===== src/rtl/spi_wb_pkg.sv =====
// Shared constants for the SPI-to-Wishbone bridge: command bytes,
// response bytes and the bridge FSM state encoding.
package spi_wb_pkg;

    localparam logic [7:0] CMD_WRITE    = 8'h01;
    localparam logic [7:0] CMD_READ     = 8'h02;

    localparam logic [7:0] RESP_OK      = 8'h00;
    localparam logic [7:0] RESP_TIMEOUT = 8'hFF;

    localparam logic [2:0] ST_IDLE   = 3'd0;
    localparam logic [2:0] ST_ADDR_H = 3'd1;
    localparam logic [2:0] ST_ADDR_L = 3'd2;
    localparam logic [2:0] ST_DATA   = 3'd3;
    localparam logic [2:0] ST_WB     = 3'd4;
    localparam logic [2:0] ST_RESP   = 3'd5;

endpackage


===== src/rtl/spi_wb_bridge.sv =====
// SPI byte stream to Wishbone classic master bridge.
// Frame: command byte, address high, address low, [write data].
// One Wishbone cycle per frame; a single response byte is returned.
//
// state   | meaning
// IDLE    | waiting for a command byte (0x01 write, 0x02 read)
// ADDR_H  | waiting for address bits 15:8
// ADDR_L  | waiting for address bits 7:0
// DATA    | waiting for the write data byte
// WB      | Wishbone cycle in flight, wait counter running
// RESP    | response byte offered to the SPI slave
module spi_wb_bridge
    import spi_wb_pkg::*;
#(
    parameter int ADDR_WIDTH = 16,
    parameter int TIMEOUT    = 255
) (
    input  logic                  clk,
    input  logic                  rst,
    input  logic                  cs_idle,
    input  logic [7:0]            rx_data,
    input  logic                  rx_valid,
    output logic                  rx_ready,
    output logic [7:0]            tx_data,
    output logic                  tx_valid,
    input  logic                  tx_ready,
    output logic                  wb_cyc_o,
    output logic                  wb_stb_o,
    output logic                  wb_we_o,
    output logic [ADDR_WIDTH-1:0] wb_adr_o,
    output logic [7:0]            wb_dat_o,
    input  logic [7:0]            wb_dat_i,
    input  logic                  wb_ack_i,
    output logic                  busy
);

    localparam logic [7:0] WAIT_LIMIT = 8'(TIMEOUT);

    logic [2:0]  state_q, state_d;
    logic        we_q, we_d;
    logic [15:0] addr_q, addr_d;
    logic [7:0]  data_q, data_d;
    logic [7:0]  cnt_q, cnt_d;
    logic        cyc_q, cyc_d;
    logic [7:0]  resp_q, resp_d;
    logic [7:0]  cnt_inc;

    assign cnt_inc = cnt_q + 8'd1;

    // Next-state and datapath: decode bytes, run the bus cycle, hand off response
    always_comb begin
        state_d = state_q;
        we_d    = we_q;
        addr_d  = addr_q;
        data_d  = data_q;
        cnt_d   = cnt_q;
        cyc_d   = cyc_q;
        resp_d  = resp_q;
        case (state_q)
            ST_IDLE: begin
                if (rx_valid && (rx_data == CMD_WRITE || rx_data == CMD_READ)) begin
                    we_d    = (rx_data == CMD_WRITE);
                    state_d = ST_ADDR_H;
                end
            end
            ST_ADDR_H: begin
                // chip select release wins over a byte arriving in the same cycle
                if (cs_idle) begin
                    state_d = ST_IDLE;
                end else if (rx_valid) begin
                    addr_d[15:8] = rx_data;
                    state_d      = ST_ADDR_L;
                end
            end
            ST_ADDR_L: begin
                if (cs_idle) begin
                    state_d = ST_IDLE;
                end else if (rx_valid) begin
                    addr_d[7:0] = rx_data;
                    if (we_q) begin
                        state_d = ST_DATA;
                    end else begin
                        state_d = ST_WB;
                        cyc_d   = 1'b1;
                        cnt_d   = 8'd0;
                    end
                end
            end
            ST_DATA: begin
                if (cs_idle) begin
                    state_d = ST_IDLE;
                end else if (rx_valid) begin
                    data_d  = rx_data;
                    state_d = ST_WB;
                    cyc_d   = 1'b1;
                    cnt_d   = 8'd0;
                end
            end
            ST_WB: begin
                // an ack on the final wait cycle still counts as a normal completion
                if (wb_ack_i) begin
                    cyc_d   = 1'b0;
                    resp_d  = we_q ? RESP_OK : wb_dat_i;
                    state_d = ST_RESP;
                end else if (cnt_inc == WAIT_LIMIT) begin
                    cnt_d   = cnt_inc;
                    cyc_d   = 1'b0;
                    resp_d  = RESP_TIMEOUT;
                    state_d = ST_RESP;
                end else begin
                    cnt_d = cnt_inc;
                end
            end
            ST_RESP: begin
                if (tx_ready) begin
                    state_d = ST_IDLE;
                end
            end
            default: begin
                cyc_d   = 1'b0;
                state_d = ST_IDLE;
            end
        endcase
    end

    // State and datapath registers with synchronous reset
    always_ff @(posedge clk) begin
        if (rst) begin
            state_q <= ST_IDLE;
            we_q    <= 1'b0;
            addr_q  <= 16'd0;
            data_q  <= 8'd0;
            cnt_q   <= 8'd0;
            cyc_q   <= 1'b0;
            resp_q  <= RESP_TIMEOUT;
        end else begin
            state_q <= state_d;
            we_q    <= we_d;
            addr_q  <= addr_d;
            data_q  <= data_d;
            cnt_q   <= cnt_d;
            cyc_q   <= cyc_d;
            resp_q  <= resp_d;
        end
    end

    assign wb_cyc_o = cyc_q;
    assign wb_stb_o = cyc_q;
    assign wb_we_o  = cyc_q & we_q;
    assign wb_adr_o = ADDR_WIDTH'(addr_q);
    assign wb_dat_o = data_q;
    assign tx_data  = resp_q;
    assign tx_valid = (state_q == ST_RESP);
    assign busy     = (state_q != ST_IDLE);
    assign rx_ready = (state_q == ST_IDLE) || (state_q == ST_ADDR_H) ||
                      (state_q == ST_ADDR_L) || (state_q == ST_DATA);

endmodule


===== config.mk =====
export PLATFORM = sky130hd
export DESIGN_NAME = spi_wb_bridge
export DESIGN_NICKNAME = d
export VERILOG_FILES = /design/src/rtl/spi_wb_pkg.sv /design/src/rtl/spi_wb_bridge.sv
export SDC_FILE = /design/constraint.sdc
export NUM_CORES = 1
export LEC_CHECK = 0
export ABC_AREA = 1
export BUFFER_PORTS_ARGS = -buffer_cell sky130_fd_sc_hd__buf_4
export CAP_MARGIN = 20
export CORE_ASPECT_RATIO = 0.9
export CORE_MARGIN = 8
export CORE_UTILIZATION = 40
export DETAILED_ROUTE_END_ITERATION = 16
export PLACE_DENSITY = 0.65
export SYNTH_ARGS = -nofsm -noshare
export SYNTH_HDL_FRONTEND = slang
export SYNTH_SLANG_ARGS = --single-unit

===== constraint.sdc =====
create_clock -name clk -period 3 [get_ports clk]
set_input_delay 0.3 -clock clk [delete_from_list [all_inputs] [get_ports clk]]
set_output_delay 0.3 -clock clk [all_outputs]
set_load 0.05 [all_outputs]

# Word-level counts from Yosys, hierarchy flattened
# Cells that the tools add are included.
# totals
ff_bits	45
output_inout_bits	38
elab_cells	80
# op_classes
addsub	1
eq_ne	20
mux	30
bitwise_logic	3
n_reduce_logical	18
# ops
operator	n
8-bit two-way mux	9
3-bit two-way mux	11
8-bit case mux with 3 select lines	1
3-bit case mux with 6 select lines	1
2-bit != test (second input constant)	7
7-bit AND reduction	2
3-bit != test (second input constant)	4
3-bit AND reduction	3
8-bit by 1-bit adder with 8-bit output (second input constant)	1
8-bit by 1-bit == test with 1-bit output (second input constant)	1
8-bit by 2-bit == test with 1-bit output (second input constant)	1
8-bit == test (second input constant)	1
1-bit two-way mux	7
3-bit by 2-bit == test with 1-bit output (second input constant)	2
3-bit == test (second input constant)	2
6-bit AND reduction	1
3-bit nonzero test	2
1-bit logical OR	4
1-bit case mux with 4 select lines	1
2-bit AND reduction	2
3-bit by 1-bit == test with 1-bit output (second input constant)	1
3-bit zero test	1
3-bit OR reduction	1
2-bit by 1-bit != test with 1-bit output (second input constant)	1
4 further kinds	5

# Logic depth before layout (Yosys ltp)
# Gate-level depths: netlist of run 1.
# depth
depth_word	5
depth_mapped	12
ltp_nobuf	12

# Least setup slack after synthesis of run 1
# OpenSTA, ideal clock, no wires.
# synth_path
path_type	reg-to-output
start	reg state_q[2]
end	out tx_valid
arrival_time_ns	1.420
required_ns	2.700
path_slack_ns	1.280
path_stages_with_launch	3
path_cell_list	dfxtp_1 > inv_1 > nor2_1
# synth_via
elab_chain_cells	1
# synth_rtl
element	line_no	source
from (decl)	spi_wb_bridge.sv:39	logic [2:0] state_q, state_d;
from (signal assigned)	spi_wb_bridge.sv:137	state_q <= state_d;
3-bit == test	spi_wb_bridge.sv:153	assign tx_valid = (state_q == ST_RESP);
to (decl)	spi_wb_bridge.sv:25	output logic tx_valid,
# No other way between the ends.

# Worst setup path in the final report of run 1
# layout_path
start	reg state_q[1]
end	reg addr_q[2] (netlist: wb_adr_o[2])
# layout_via
elab_chain_cells	2
# layout_rtl
element	line_no	source
3-bit by 2-bit == test with 1-bit output	spi_wb_bridge.sv:59	case (state_q)
3-bit AND reduction (no line)	-	
to (signal assigned)	spi_wb_bridge.sv:139	addr_q <= addr_d;
to (decl)	spi_wb_bridge.sv:41	logic [15:0] addr_q, addr_d;
# No other way between the ends.
# A chain may end at the register's enable or synchronous reset.

==> results by group, run 1 <==
Status
  – Outcome: finished clean

Power and ir drop
  – Leakage power: 1.29 nW
  – VDD IR max: 0.403 mV
  – Power per standard cell area: 755 nW/um^2
  – Final Power: 0.00203 W

STA
  – Final setup TNS: 0 ns
  – Fmax: 582 MHz
  – Skew final: 0.00343 ns
  – RSZ-0062 raised after global routing: false
  – Final Hold Viols: 0
  – Slew margin rel.: 50.7%
  – Setup ws final: 1.28 ns
  – Worst slew pin tran: 0.739 ns
  – Final setup vio count: 0
  – Fin. max-slew vios: 0
  – Final Cycle Share: 57.3%
  – Final min period: 1.72 ns

CTS
  – Root Buffer: clkbuf_8
  – Worst-path clk slew: 0.09 ns
  – Num CTS Buffers: 5
  – CTS Hold Buffers Added: 0
  – H-Tree Depth: 2
  – CTS resizes: 0
  – CTS Sinks: 45
  – Clock insertion delay at the later pin of the skew report: 0.30 ns
  – Clock buffer depth: 2
  – Post-CTS setup buffers: 0
  – CTS tree: yes

Routing
  – DRT Pass-1 Iters: 4
  – Mean routed wirelength per cell: 12.9 um
  – Via density: 4.82
  – Iteration-0 DRC Markers: 76
  – Via Count: 2067
  – DRT antenna net count: 0
  – Wirelength, routed: 5.54 mm
  – Remaining DRCs: 0

Setup path
  – CP Max Fanout: 11
  – Crit-path cells: inv_1, nor2_2, nand2_1, nor2_1, inv_1, nor2_1, nor2_1
  – Worst setup EP type: register
  – Arrival time worst endpoint: 1.91 ns
  – CP peak stage delay: 0.46 ns
  – Worst setup path class: reg2reg
  – Slowest CP cell: nor2_1
  – Most used cell, CP: nor2_1
  – Crit path buffers/inverters: 2
  – CP startpoint kind: register
  – Worst EP required: 3.19 ns
  – Top delay family on crit path: simple AND/OR/NAND/NOR gates

Floorplanning
  – Starting Density: 41.0%
  – Core area: 5220 um^2
  – DIE AREA: 7950 um^2
  – Width of the chip: 93.1 um
  – Ports: 60
  – Die height: 85.4 um
  – Row count: 25

Placed design
  – DP HPWL: 4.10 mm
  – Cell Area, Placed: 2600 um^2
  – Pre-CTS WS: 1.30 ns
  – Gpl congestion: 0.867
  – Port Buffers: 59

Synthesis
  – Synth warnings: 0
  – Most common cell in the netlist: nor2_1
  – Post-synth top cells: nor2_1, nand2_1, dfxtp_1
  – Post-synthesis cell count: 303
  – Share of synthesized area occupied by flip-flops and latches: 42.1%
  – Synth unique cells: 29
  – Synthesized area: 2140 um^2
  – Synth top area share: 42.1%
  – Yosys reg bits: 45
  – Synth Area per Inst: 7.07 um^2
  – Predominant post-synthesis flop cell: dfxtp_1
  – Synth area leader: dfxtp_1
  – Mapped Nets: 327
  – Post-synthesis async set-or-reset flop share: 0%
  – Synth top area cells: dfxtp_1, nor2_1, nand2_1, o21ai_0, nand3_1
  – Post-synth EDFFs: 0

Final layout
  – Share of cells above drive strength 1: 25.4%
  – Design area: 2690 um^2
  – Final nets: 385
  – Filler Cells Inserted: 530
  – N_diodes: 0
  – Area growth from synthesis to layout: 25.5%

Global routing
  – First-pass GRT wire length: 9.04 mm
  – Antenna violations before repair: 0
  – Vias in the first global route: 1935
  – Overflow left after global routing: 0
  – GRT Util Overall: 14.0%
  – Largest net degree at the start of global routing: 31

Worst hold path
  – Worst Hold Class: in2reg

Flow run
  – Max-cap violations: 0
where the power goes:
part / switching [W] / internal (W) / total, W / leakage (nW)
registers: 0.0000645 / 0.000681 / 0.000746 / 0.365
clock network: 0.000210 / 0.000161 / 0.000371 / 0.0439
logic: 0.000643 / 0.000270 / 0.000913 / 0.883
total: 0.000917 / 0.00111 / 0.00203 / 1.29
sequential cells by signal, summed over array words and instances, names as in the netlist:
register / cells
we_q: 1
wb_dat_o: 8
cnt_q: 8
wb_adr_o: 16
state_q: 3
wb_cyc_o: 1
tx_data: 8
path summary, 6_finish.rpt:
path	startpoint	end	slack [ns]	depth (start not counted)
setup / recovery	state_q[1]	wb_adr_o[2]	1.28	7
hold / removal	rst	cnt_q[6]	0.23	2
setup reg to reg	state_q[1]	wb_adr_o[2]	1.28	7
hold reg to reg	tx_data[5]	tx_data[5]	0.46	2
cells by family (layout without fill, tap and decap cells):
logic type,Yosys count,count (layout),share of synthesized area (%)
AOI/OAI and AO/OA,52,52,13.7
and+or+nand+nor,164,164,33.3
adders and majority gates,2,2,1.17
buffers and inverters,39,98,8.94
xor gates and xnor gates,1,1,0.760
DFF,45,45,42.1
per-layer routing:
metal | part of all wire, % | GRT usage (%) | vias up | wire length [um]
met3 | 9.0 | 6.61 | 5 | 500
met1 | 46 | 16.8 | 911 | 2570
li1 | - | - | 1095 | -
met2 | 44 | 21.1 | 56 | 2420
met5 | 0 | 0 | - | 0
met4 | 0.83 | 4.82 | 0 | 46
per-stage QoR:
step                      hold slack (ns)  util [%]  instances
after floorplan                     0.435         -        303
after global placement              0.443      49.8        421
after detailed placement            0.447      49.8        421
after CTS                           0.220      51.4        429
after global routing                0.228      51.4        429
final                               0.225      51.4        429
area by class of cell:
cell class                      instances  area (um^2)  area share (%)
Multi-Input combinational cell        219         1050            39.0
Sequential cell                        45          901            33.5
Timing Repair Buffer                   61          458            17.0
Inverter                               29          109            4.05
Tap cell                               67         83.8            3.12
Clock buffer                            5         68.8            2.56
Clock inverter                          3         17.5           0.652
cells in the final DEF, fill, tap and decap left out, types with 2 or more instances in the layout:
cell type	count
o211a_1	2
clkinv_2	2
nand4_1	4
nor2_1	64
nand2_4	3
inv_1	23
nor3_1	2
o21ai_1	5
inv_2	6
dfxtp_1	45
a21oi_1	13
a211oi_1	2
nand3_2	2
buf_4	61
o21ai_0	25
clkbuf_8	5
nand2_2	3
nand3_1	24
nand2_1	57
ha_1	2
nor2_2	5
(Power assumes the default switching activity.)
==> inputs of run 2 (changes only) <==
==> constraint.sdc (replaced) <==
create_clock -name clk -period 1.65 [get_ports clk]
set_input_delay 0.165 -clock clk [delete_from_list [all_inputs] [get_ports clk]]
set_output_delay 0.165 -clock clk [all_outputs]
set_load 0.05 [all_outputs]
==> results by group, run 2 (same netlist as run 1, synthesis figures left out) <==
Status
  – Outcome: finished clean

Final layout
  – Largest register FFs: 16
  – Most common cell after layout, fill and taps aside: buf_4
  – Most frequent cells in the layout: buf_4, nor2_1, nand2_1
  – Final nets: 393
  – Share of cells above drive strength 1: 32.2%
  – Design area: 2850 um^2
  – N_diodes: 0
  – Area growth from synthesis to layout: 33.3%

Routing
  – Via density: 4.87
  – Remaining DRCs: 0
  – DRT antenna net count: 0
  – Wirelength, routed: 5.61 mm
  – Iteration-0 DRC Markers: 75
  – DRT Pass-1 Iters: 4
  – Via Count: 2128
  – Mean routed wirelength per cell: 12.8 um

Power and ir drop
  – Reg power frac: 36.3%
  – VDD IR max: 0.546 mV
  – Internal power: 0.00208 W
  – Sw Share: 44.9%
  – Sw power: 0.00170 W
  – Power per standard cell area: 1330 nW/um^2
  – Clock share of power: 17.9%
  – Leakage power: 1.34 nW
  – Comb pwr share: 45.8%

Setup path
  – CP peak stage delay: 0.37 ns
  – Worst setup path class: reg2reg
  – Top delay family on crit path: simple AND/OR/NAND/NOR gates
  – Crit path buffers/inverters: 1
  – CP startpoint kind: register
  – Worst EP required: 1.82 ns
  – Crit-path cells: ha_4, nand2_2, inv_2, nor2_2, nand3_1, nor2_1, nand3_2, nand2_4, nand2_8, nand2_2, nand3_1
  – Worst setup EP type: register
  – Slowest CP cell: dfxtp_4
  – Arrival time worst endpoint: 1.75 ns
  – CP Max Fanout: 8

Global routing
  – Antenna violations before repair: 0
  – Vias in the first global route: 1989
  – GRT Util Overall: 13.7%
  – Overflow left after global routing: 0
  – First-pass GRT wire length: 8.96 mm
  – Largest net degree at the start of global routing: 39

STA
  – Setup ws final: 0.0729 ns
  – Fmax: 634 MHz
  – RSZ-0062 raised after global routing: true
  – Final setup vio count: 0
  – Final Hold Viols: 0
  – Final setup TNS: 0 ns
  – Slew margin rel.: 76.7%
  – Final min period: 1.58 ns
  – Fin. max-slew vios: 0
  – Final Cycle Share: 95.6%
  – Worst slew pin tran: 0.349 ns
  – Skew final: 0.00825 ns

Placed design
  – Gpl congestion: 0.841
  – Port Buffers: 59
  – Pre-CTS WS: 0.0427 ns
  – DP HPWL: 4.11 mm
  – Cell Area, Placed: 2640 um^2

CTS
  – Worst-path clk slew: 0.09 ns
  – CTS Hold Buffers Added: 0
  – H-Tree Depth: 2
  – Root Buffer: clkbuf_8
  – Num CTS Buffers: 5
  – Clock insertion delay at the later pin of the skew report: 0.30 ns
  – CTS Sinks: 45
  – CTS tree: yes
  – Clock buffer depth: 2

Floorplanning
  – Row count: 25
  – Width of the chip: 93.1 um
  – Core area: 5220 um^2
  – Ports: 60
  – Starting Density: 41.0%
  – Die height: 85.4 um
  – DIE AREA: 7950 um^2

Flow run
  – Max-cap violations: 0

Worst hold path
  – Worst Hold Class: in2reg
run 2: changes by cell type in the layout (fill, tap and decap cells not counted), sizes merged:
cell and change:
buf +8
run 2: area by class of cell:
type	count	area, um^2
fillers	517	2370
flip-flops and latches	45	917
repair buffers	69	522
clock buffers	5	68.8
multi-input cells	219	1130
well taps	67	83.8
inverters	29	109
clock inverters	3	17.5
run 2: through the flow:
step	util, %	std cells	hold slack [ns]	total power [W]
CTS	52.1	434	0.0879	0.00374
finish	54.6	437	0.0889	0.00378
floorplan	-	303	0.300	0.00261
detailed placement	50.5	426	0.408	0.00305
global placement	50.5	426	0.404	0.00304
global route	54.6	437	0.0949	0.00404
run 2: worst paths after layout:
check / start / end / slack [ns] / cells after the start
max: cnt_q[0] / tx_data[0] / 0.07 / 11
min: rst / cnt_q[4] / 0.09 / 2
max reg2reg: cnt_q[0] / tx_data[0] / 0.07 / 11
min reg2reg: tx_data[6] / tx_data[6] / 0.47 / 2
run 2: repair_timing:
item,4_1_cts,5_1_grt
endpoints found under the setup margin,0,13
gates resized for setup,0,31
setup buffers,0,3
run 2: routing by layer:
layer  vias up  track usage [%]  share of wire, %
li1       1105                -                 -
met1       949             16.4                45
met2        69             21.9                44
met3         5             6.08               9.2
met4         0             3.51              0.77
met5         -                0                 0
run 2: power by group through the flow:
stage                     combinational [W]  sequential, W  clock (W)
after global routing                0.00189        0.00139   0.000753
after detailed placement            0.00168        0.00137          0
after floorplan                    0.000950        0.00166          0
after CTS                           0.00169        0.00135   0.000701
final                               0.00173        0.00137   0.000676
after global placement              0.00167        0.00137          0
